===== src/rtl/ripple_count_capture.sv =====
`default_nettype none
// ============================================================================
// Module   : ripple_count_capture
// Brief    : Synchronises and de-glitches a free-running asynchronous ripple
//            counter, accumulates its modulo deltas into a wide count and
//            presents that count on a valid/ready interface with threshold
//            match and sticky overflow status.
// Revision : 1.0 - initial release
// ============================================================================
module ripple_count_capture #(
   parameter int IN_W          = 4,
   parameter int EXT_W         = 16,
   parameter int STABLE_CYCLES = 2
) (
   input  logic             clk,
   input  logic             reset,
   input  logic [IN_W-1:0]  ripple_count,
   input  logic             clear,
   input  logic [EXT_W-1:0] threshold,
   output logic [EXT_W-1:0] ext_count,
   output logic             ext_valid,
   input  logic             ext_ready,
   output logic             match_pulse,
   output logic             overflow
);

   localparam int                 c_SW     = $clog2(STABLE_CYCLES + 1);
   localparam logic [c_SW-1:0]    c_STABLE = c_SW'(STABLE_CYCLES);
   localparam int                 c_PAD    = EXT_W + 1 - IN_W;

   typedef enum logic [0:0] {
      ST_INIT = 1'b0,
      ST_RUN  = 1'b1
   } state_t;

   state_t            r_state;
   state_t            w_state_nxt;

   logic [IN_W-1:0]   r_sync1;
   logic [IN_W-1:0]   r_sync2;
   logic [IN_W-1:0]   r_sync2_d;
   logic [c_SW-1:0]   r_stab_cnt;
   logic [IN_W-1:0]   r_baseline;
   logic [EXT_W-1:0]  r_acc;
   logic [EXT_W-1:0]  r_ext_count;
   logic              r_ext_valid;
   logic              r_match;
   logic              r_overflow;

   logic              w_settled;
   logic [IN_W-1:0]   w_sval;
   logic [IN_W-1:0]   w_delta;
   logic [EXT_W:0]    w_sum;
   logic              w_base_load;
   logic              w_accum;
   logic              w_hit;

   // Plain two-flop synchroniser; the filter below rejects multi-bit skew.
   always_ff @(posedge clk or posedge reset) begin
      if (reset) begin
         r_sync1 <= '0;
         r_sync2 <= '0;
      end else begin
         r_sync1 <= ripple_count;
         r_sync2 <= r_sync1;
      end
   end

   always_ff @(posedge clk or posedge reset) begin
      if (reset) begin
         r_sync2_d  <= '0;
         r_stab_cnt <= '0;
      end else begin
         r_sync2_d <= r_sync2;
         if (r_sync2 != r_sync2_d) begin
            r_stab_cnt <= c_SW'(1);
         end else if (r_stab_cnt != c_STABLE) begin
            r_stab_cnt <= r_stab_cnt + c_SW'(1);
         end
      end
   end

   // The equality term stops a freshly changed sample riding on an old count.
   assign w_settled = (r_stab_cnt == c_STABLE) && (r_sync2 == r_sync2_d);
   assign w_sval    = r_sync2;
   assign w_delta   = w_sval - r_baseline;
   assign w_sum     = {1'b0, r_acc} + {{c_PAD{1'b0}}, w_delta};
   assign w_hit     = (r_acc < threshold) && (threshold <= w_sum[EXT_W-1:0]);

   always_ff @(posedge clk or posedge reset) begin
      if (reset) begin
         r_state <= ST_INIT;
      end else begin
         r_state <= w_state_nxt;
      end
   end

   always_comb begin
      w_state_nxt = r_state;
      w_base_load = 1'b0;
      w_accum     = 1'b0;
      if (clear) begin
         w_state_nxt = ST_INIT;
      end else begin
         case (r_state)
            ST_INIT: begin
               if (w_settled) begin
                  w_base_load = 1'b1;
                  w_state_nxt = ST_RUN;
               end
            end
            ST_RUN: begin
               if (w_settled && (w_sval != r_baseline)) begin
                  w_base_load = 1'b1;
                  w_accum     = 1'b1;
               end
            end
            default: w_state_nxt = ST_INIT;
         endcase
      end
   end

   always_ff @(posedge clk or posedge reset) begin
      if (reset) begin
         r_baseline <= '0;
         r_acc      <= '0;
         r_overflow <= 1'b0;
         r_match    <= 1'b0;
      end else begin
         r_match <= w_accum && !w_sum[EXT_W] && w_hit;
         if (w_base_load) begin
            r_baseline <= w_sval;
         end
         if (clear) begin
            r_acc      <= '0;
            r_overflow <= 1'b0;
         end else if (w_accum) begin
            r_acc <= w_sum[EXT_W-1:0];
            if (w_sum[EXT_W]) begin
               r_overflow <= 1'b1;
            end
         end
      end
   end

   // Output register only reloads when idle or consumed, so intermediate
   // accumulator values may be skipped while the consumer stalls.
   always_ff @(posedge clk or posedge reset) begin
      if (reset) begin
         r_ext_count <= '0;
         r_ext_valid <= 1'b0;
      end else if (clear) begin
         r_ext_valid <= 1'b0;
      end else if (!r_ext_valid || ext_ready) begin
         if (r_acc != r_ext_count) begin
            r_ext_count <= r_acc;
            r_ext_valid <= 1'b1;
         end else begin
            r_ext_valid <= 1'b0;
         end
      end
   end

   assign ext_count   = r_ext_count;
   assign ext_valid   = r_ext_valid;
   assign match_pulse = r_match;
   assign overflow    = r_overflow;

endmodule
`default_nettype wire


===== config.mk =====
export PLATFORM = sky130hd
export DESIGN_NAME = ripple_count_capture
export DESIGN_NICKNAME = d
export VERILOG_FILES = /design/src/rtl/ripple_count_capture.sv
export SDC_FILE = /design/constraint.sdc
export NUM_CORES = 1
export LEC_CHECK = 0
export CORE_ASPECT_RATIO = 1.4
export CORE_UTILIZATION = 56
export DETAILED_ROUTE_END_ITERATION = 16
export PLACE_DENSITY = 0.82
export SLEW_MARGIN = 5
export SYNTH_ARGS = -nofsm -noshare
export SYNTH_HDL_FRONTEND = slang
export SYNTH_SLANG_ARGS = --single-unit

===== constraint.sdc =====
create_clock -name clk -period 5.35 [get_ports clk]
set_input_delay 0.535 -clock clk [delete_from_list [all_inputs] [get_ports clk]]
set_output_delay 0.535 -clock clk [all_outputs]
set_load 0.005 [all_outputs]

## Yosys cells after proc, flatten, opt, wreduce, memory -nomap -nowiden

Cells that the tools add are included.

- Bits in registers: 54
- Bits of input ports: 24
- Output and inout bits: 19
- Word-level logic and storage cells: 56

- Add/sub/neg operators: 3
- Magnitude comparators: 2
- Eq/ne operators: 6
- Muxes and demuxes: 18
- Bitwise operators: 2
- Reduce and logical (&&, ||, !) cells: 14

Operators by type and width:

| kind | number |
|---|---|
| $mux 16 | 2 |
| $add 16x4->17 | 1 |
| $le 16x16->1 | 1 |
| $lt 16x16->1 | 1 |
| $ne 16x16->1 | 1 |
| $mux 1 | 13 |
| $ne 4x4->1 | 2 |
| $reduce_bool 2->1 | 4 |
| $logic_and 1x1->1 | 5 |
| $eq 4x4->1 | 1 |
| $mux 2 | 2 |
| $sub 4x4->4 | 1 |
| $reduce_and 3->1 | 1 |
| $add 2x1->2 const B | 1 |
| $eq 2x2->1 const B | 1 |
| $logic_not 1->1 | 2 |
| $ne 2x2->1 const B | 1 |
| $not 1->1 | 2 |
| $pmux 1 s2 | 1 |
| $reduce_and 2->1 | 1 |
| $logic_or 1x1->1 | 1 |

## Depth between registers and ports, before layout

Gate-level depths: netlist (run 1).

- Word-level depth: 8
- Depth in mapped cells: 18

## Worst setup path after synthesis (run 1)

Ideal clock, no wire load.

- Path type: register -> register
- Start point: register r_sync2[0]
- End point: register r_match, in the netlist match_pulse
- Arrival time: 3.697 ns
- Path slack: 1.552 ns
- Cell stages (with the launch flop): 18
- Path buffers: 0
- Path through: dfrtp_1 inv_1 ha_1 inv_1 fa_1 xor2_1 ha_1 nand2_1 o21ai_0 nand2_1 nor2_1 xnor2_1 ha_1 nand4_1 or4_1 o21ai_0 a21oi_1 nor4_1

- Cells in the longest elaborated chain, start to end: 8
- Elaborated cells between the ends (all ways): 14

RTL lines:

| element | RTL line | text |
|---|---|---|
| start, declared | 40 | `logic [IN_W-1:0] r_sync2;` |
| start signal, assigned | 65 | `r_sync2 <= r_sync1;` |
| parallel branches: the longest is 7 deep, another holds $add 16x4->17 | - |  |
| $logic_and 1x1->1 (*) | 130 | `r_match <= w_accum && !w_sum[EXT_W] && w_hit;` |
| end signal, assigned | 130 |  |
| end, declared | 47 | `logic r_match;` |

Every way passes the cells marked *.
A chain may end at the register's enable or synchronous reset.

## Final worst setup path (run 1)

- Start point: register r_sync2[1]
- End point: register r_match, in the netlist match_pulse

Same word-level chain as after synthesis.

==> results of run 1 <==
-- worst max-delay path, delay by kind of cell (launching register included) --
family	cells	cell delay (ns)
xor gates and xnor gates	2	0.23
adders and majority gates	3	1.02
DFF	1	0.46
and+or+nand+nor	6	1.43
AOI/OAI and AO/OA	5	1.07
-- placed cells by master, fill, tap and decap left out, drive strengths merged, types with 9 or more instances in the layout --
cell type	count
dfrtp	54
clkdlybuf4s50	42
ha	40
inv	30
a21oi	29
xnor2	26
nand2	26
nor2	21
mux2	21
xor2	17
o21ai	12
nand4	12
nand3	9
-- state kept, by name, indices dropped and copies added, names as in the netlist, 2 cells and up --
| signal | count |
|---|---|
| r_baseline | 4 |
| r_stab_cnt | 2 |
| r_sync2_d | 4 |
| r_sync1 | 4 |
| r_sync2 | 4 |
| r_acc | 16 |
| ext_count | 16 |
-- kinds of logic (layout without fill, tap and decap cells) --
kind of cell	count (synthesis)	count (layout)	share of synthesized area, %
multiplexers	22	22	6.99
buffers and inverters	42	80	4.93
adder cells (fa/ha/maj)	42	42	15.3
AND/OR/NAND/NOR	96	96	14.3
XOR/XNOR	43	43	10.7
flip-flops	54	54	38.3
AO/OA/AOI/OAI	56	56	9.37
-- final cells by class --
class / count / area, sq um
sequential: 54 / 1350
inverter: 29 / 109
multi-input combinational: 259 / 2000
clock buffer: 5 / 68.8
tap: 70 / 87.6
clock inverter: 3 / 48.8
timing repair buffer: 43 / 428
fill: 476 / 1850
-- synthesized netlist by cell type (all sizes together), types with 5 or more instances --
| library cell | number |
|---|---|
| dfrtp | 54 |
| mux2 | 21 |
| o21ai | 12 |
| inv | 29 |
| nand3 | 9 |
| xor2 | 17 |
| nor2 | 21 |
| nor3 | 5 |
| nor4 | 5 |
| buf | 9 |
| nand4 | 12 |
| xnor2 | 26 |
| a21oi | 29 |
| nand2 | 26 |
| ha | 40 |
-- per-layer routing --
metal	GRT usage, %	wire (um)	vias to the layer above
met4	12.8	328	0
li1	-	-	1310
met2	46.0	4120	76
met5	0	0	-
met3	3.77	255	36
met1	27.3	3050	1306
-- worst max-delay path by stage --
| stage | endpoint | slack [ns] | cells after the start |
|---|---|---|---|
| after global placement | match_pulse$_DFF_PP0_ | 1.33 | 16 |
| after detailed placement | match_pulse$_DFF_PP0_ | 1.15 | 16 |
| final | match_pulse$_DFF_PP0_ | 1.06 | 16 |
| after floorplan | match_pulse$_DFF_PP0_ | 1.55 | 17 |
| after global routing | match_pulse$_DFF_PP0_ | 0.67 | 16 |
| after CTS | match_pulse$_DFF_PP0_ | 1.06 | 16 |
-- power by group through the flow --
stage          registers, mW  clock network, mW  logic [mW]
3_3_place_gp           0.443                  0       0.151
3_5_place_dp           0.443                  0       0.158
6_report               0.435              0.286       0.157
2_1_floorplan          0.442                  0      0.0991
4_1_cts                0.435              0.293       0.159
5_1_grt                0.437              0.303       0.175
==> results.md, run 1 <==
* Vias in the first global route at 2,750
* CTS root buf: clkbuf_8
* Post-synthesis cell type count at 43
* Top-area cell type share of the netlist area at 38.3%
* WS Path Type: reg2reg
* Worst ir drop on vdd at 0.000209 V
* Critical path arrival at 4.51 ns
* I/O Buffers at 42
* Post-DR wirelength/cell at 16.7 um
* Initial core utilization at 59.3%
* Pint at 646 uW
* Core area at 5950 sq um
* Outcome: finished clean
* Syn Nets at 421
* Clock transition at path regs at 0.10 ns
* CTS tree: yes
* Die Span Y at 95.9 um
* CTS H-tree depth at 2
* Vias post-DR at 2,728
* Number of hold buffers added after CTS at 0
* Num CTS Buffers at 5
* Mapped Cells at 355
* Max Root-Sink Buffers at 2
* Crit. End Element: flop
* Worst setup path startpoint: r_sync2[1]$_DFF_PP0_
* Share of cells above drive strength 1 at 9.16%
* Rows at 33
* DRC violations left at 0
* DP Area at 3980 sq um
* RR Startpoint: r_sync2[1]$_DFF_PP0_
* RSZ-0062 raised after global routing: false
* Terminus of the critical flop-to-flop path: match_pulse$_DFF_PP0_
* GPL Wtd Cong at 0.848
* Fin worst setup slack at 1.06 ns
* Crit path time final at 4.29 ns
* Final core occ at 68.8%
* Part of the power in registers at 49.6%
* Main synth FF type: dfrtp_1
* Area contributors post-synth: dfrtp_1 (38%), ha_1 (14%), mux2_2 (6.7%)
* Critical Path Most Common Cell: ha_1
* Sequential-to-total area share from yosys stat at 38.3%
* Global-route wire length before repair at 12,700 um
* Fmax at 233 MHz
* Post-route insts no fill at 463
* Lkg Pwr at 1.85 nW
* Area Overhead vs Synth at 16.1%
* First drt pass iteration count at 5
* Vias per Instance at 5.89
* Synth Area per Inst at 9.93 sq um
* Final setup TNS at 0 ns
* CP cell instances: ha_1 -> a21o_1 -> a21oi_1 -> xor2_1 -> ha_1 -> nand2_1 -> o21ai_0 -> nand2_1 -> nor2_1 -> xnor2_1 -> ha_1 -> nand4_1 -> or4_1 -> o21ai_0 -> a21oi_1 -> nor4_1
* Yosys reg bits at 54
* PostCTS Resize Cnt at 0
* Fin. Hold Viols at 0
* Dpl cells at 455
* Post-Route WL at 7750 um
* R2R Setup Slk at 1.06 ns
* Ant diodes at 0
* Total Nets Final at 458
* Final Cell Area at 4090 sq um
* Worst Tran Pin Value at 1.09 ns
* Initial antenna violation count at 0
* Hold Path Depth at 0
* Clock Latency Late Sink at 0.31 ns
* Critical path peak fanout at 5
* Tcrit/Tclk final at 80.1%
* Pwr Total at 878 uW
* GRT Total Usage at 24.7%
* Post-synth EDFFs at 0
* Die width at 69.1 um
* Clk network pwr share at 32.6%
* Largest area contributor in the netlist: dfrtp_1
* CP max stage delay at 0.55 ns
* Sw power at 232 uW
* I/O Pins at 43
* Combinational group share of total power at 17.8%
* Hold Path Class: reg2reg
* Worst Hold Endpoint: r_sync2[2]$_DFF_PP0_
* Clock Sinks at 54
* Post-route ant nets at 0
* YS warnings at 0
* Largest net degree at the start of global routing at 55
* DR iter-0 viols at 135
* CP Data Required Time at 5.57 ns
* Hold Startpoint: r_sync1[2]$_DFF_PP0_
* Worst setup SP type: flop
* Final setup vio count at 0
* DPL Wire Length at 5920 um
* Async S/R FF share, synth at 100%
* Slew Viols, Final at 0
* Cell area after synthesis at 3520 sq um
* Sw Ratio at 26.4%
* Post-CTS Setup Bufs at 0
* Final Skew at 0.0111 ns
* WHS at 0.363 ns
* R2R cell count at 16
* Die ar. at 6620 sq um
* Post-place setup slack at 1.15 ns
* Power Dens Cells at 214 nW/um^2
* CP max-delay cell: o21ai_0
* Max-cap violations at 0
* Total grt overflow at 0
* Relative slew margins at 27.5%
Power figures use the tool's default switching activity.
==> inputs of run 2 (changes only) <==
==> constraint.sdc (replaced) <==
create_clock -name clk -period 4.4 [get_ports clk]
set_input_delay 0.44 -clock clk [delete_from_list [all_inputs] [get_ports clk]]
set_output_delay 0.44 -clock clk [all_outputs]
set_load 0.005 [all_outputs]
==> run 2 against run 1 <==
Effect of this change: core utilization fell by 0.13 points; worst hold slack lost 0.0029 ns; register-to-register slack got worse by 0.63 ns; sequential cell count is the same; design area shrank 0.18%; sequential power up 22%; global-route usage down 0.15 points; largest cell class unchanged; combinational power increased by 20%; fmax up 8.2%; final cell count grew 0.43%.
==> results.md, run 2 (synthesis gave the netlist of run 1 again) <==
* Max-cap violations at 0
* PostCTS Resize Cnt at 0
* Area Overhead vs Synth at 15.9%
* Sequential cell area at 1350 sq um
* Critical path arrival at 4.19 ns
* Post-Route WL at 7680 um
* Initial antenna violation count at 0
* Slew Viols, Final at 0
* RSZ-0062 raised after global routing: false
* Initial core utilization at 59.3%
* Leading cell type in the layout, fill and taps excluded: dfrtp_1
* GRT Total Usage at 24.6%
* Vias post-DR at 2,730
* Number of hold buffers added after CTS at 0
* I/O Pins at 43
* Num CTS Buffers at 5
* Outcome: finished clean
* Final setup TNS at 0 ns
* GPL Wtd Cong at 0.841
* Crit path time final at 3.96 ns
* Fmax at 252 MHz
* Share of cells above drive strength 1 at 9.37%
* Vias in the first global route at 2,786
* Post-DR wirelength/cell at 16.5 um
* WS Path Type: reg2reg
* Crit. End Element: flop
* Rows at 33
* Tcrit/Tclk final at 90.1%
* First drt pass iteration count at 4
* Power Dens Cells at 249 nW/um^2
* Clock transition at path regs at 0.10 ns
* Worst ir drop on vdd at 0.000248 V
* Core area at 5950 sq um
* Post-place setup slack at 0.474 ns
* DR iter-0 viols at 182
* Most frequent cells in the layout: dfrtp_1 (54), clkdlybuf4s50_1 (42), ha_1 (40)
* Die ar. at 6620 sq um
* Die width at 69.1 um
* FILL cells at 483
* Clock Latency Late Sink at 0.32 ns
* Final setup vio count at 0
* CP Data Required Time at 4.62 ns
* Post-CTS Setup Bufs at 0
* CTS tree: yes
* Worst setup SP type: flop
* Max Root-Sink Buffers at 2
* Die Span Y at 95.9 um
* Worst Tran Pin Value at 1.14 ns
* DRC violations left at 0
* CTS H-tree depth at 2
* Largest net degree at the start of global routing at 55
* Relative slew margins at 23.8%
* Global-route wire length before repair at 12,800 um
* Ant diodes at 0
* Hold Path Class: reg2reg
* Lkg Pwr at 1.86 nW
* I/O Buffers at 42
* Post-route ant nets at 0
* CTS root buf: clkbuf_8
* Fin. Hold Viols at 0
* Total Nets Final at 460
* Area occupied by multi-input gates at 2000 sq um
* Total grt overflow at 0
* Vias per Instance at 5.87
* Clock Sinks at 54
* Fin worst setup slack at 0.436 ns
* DPL Wire Length at 5850 um
* Final Skew at 0.0114 ns
* Critical path peak fanout at 8
run 2: cell count changes in the layout (fill, tap and decap cells not counted), sizes merged:
| cell | previous run | this run |
|---|---|---|
| buf | 1 | 3 |
| bufinv | 1 | 0 |
| clkbuf | 5 | 7 |
| clkinvlp | 1 | 0 |
run 2: final cells by class:
| cell class | count | share of cell area (%) |
|---|---|---|
| repair buffers | 45 | 10.8 |
| flip-flops and latches | 54 | 33.1 |
| clock buffers | 7 | 2.11 |
| clock inverters | 1 | 0.214 |
| well taps | 70 | 2.14 |
| inverters | 29 | 2.66 |
| multi-input cells | 259 | 48.9 |
run 2: final timing paths:
check / cells after the start / end / slack (ns) / startpoint
setup reg to reg: 16 / match_pulse$_DFF_PP0_ / 0.44 / r_sync2[1]$_DFF_PP0_
max in group asynchronous: 2 / r_acc[0]$_DFFE_PP0P_ / 2.96 / reset
setup / recovery: 16 / match_pulse$_DFF_PP0_ / 0.44 / r_sync2[1]$_DFF_PP0_
hold / removal: 0 / r_sync2[0]$_DFF_PP0_ / 0.36 / r_sync1[0]$_DFF_PP0_
min in group asynchronous: 2 / ext_count[2]$_DFFE_PP0P_ / 0.71 / reset
hold reg to reg: 0 / r_sync2[0]$_DFF_PP0_ / 0.36 / r_sync1[0]$_DFF_PP0_
run 2: worst max-delay path, stage by stage (launching register included):
cell     delay (ns)
dfrtp_1        0.45
ha_1           0.34
a21o_1         0.18
a21oi_1        0.16
xor2_1         0.22
ha_1           0.30
a21oi_1        0.23
nand2_1        0.13
nand2_1        0.21
nor2_1         0.09
xnor2_1        0.14
ha_1           0.33
nand4_1        0.15
or4_1          0.54
o21ai_0        0.09
a21oi_1        0.06
nor4_1         0.24
run 2: layer usage:
layer / track usage [%] / vias to the layer above / part of all wire, %
met5: 0 / - / 0
met4: 7.99 / 0 / 1.6
met3: 3.77 / 15 / 4.0
met2: 47.4 / 68 / 54
met1: 27.6 / 1342 / 40
li1: - / 1305 / -
run 2: stage by stage:
| step | total power [mW] | instances | area (sq um) | utilization (%) | hold WS, ns |
|---|---|---|---|---|---|
| 2_1_floorplan | 0.658 | 355 | 3520 | - | 0.331 |
| 3_3_place_gp | 0.722 | 457 | 3990 | 67.1 | 0.337 |
| 3_5_place_dp | 0.729 | 457 | 3990 | 67.1 | 0.336 |
| 4_1_cts | 1.02 | 465 | 4090 | 68.7 | 0.363 |
| 5_1_grt | 1.06 | 465 | 4090 | 68.7 | 0.374 |
| 6_report | 1.02 | 465 | 4090 | 68.7 | 0.360 |
run 2: where the power goes:
| part | internal (mW) | leakage, nW | switching, mW | total, mW |
|---|---|---|---|---|
| logic | 0.0972 | 1.09 | 0.0912 | 0.188 |
| registers | 0.514 | 0.721 | 0.0155 | 0.530 |
| clock network | 0.131 | 0.0489 | 0.170 | 0.300 |
| total | 0.742 | 1.86 | 0.276 | 1.02 |
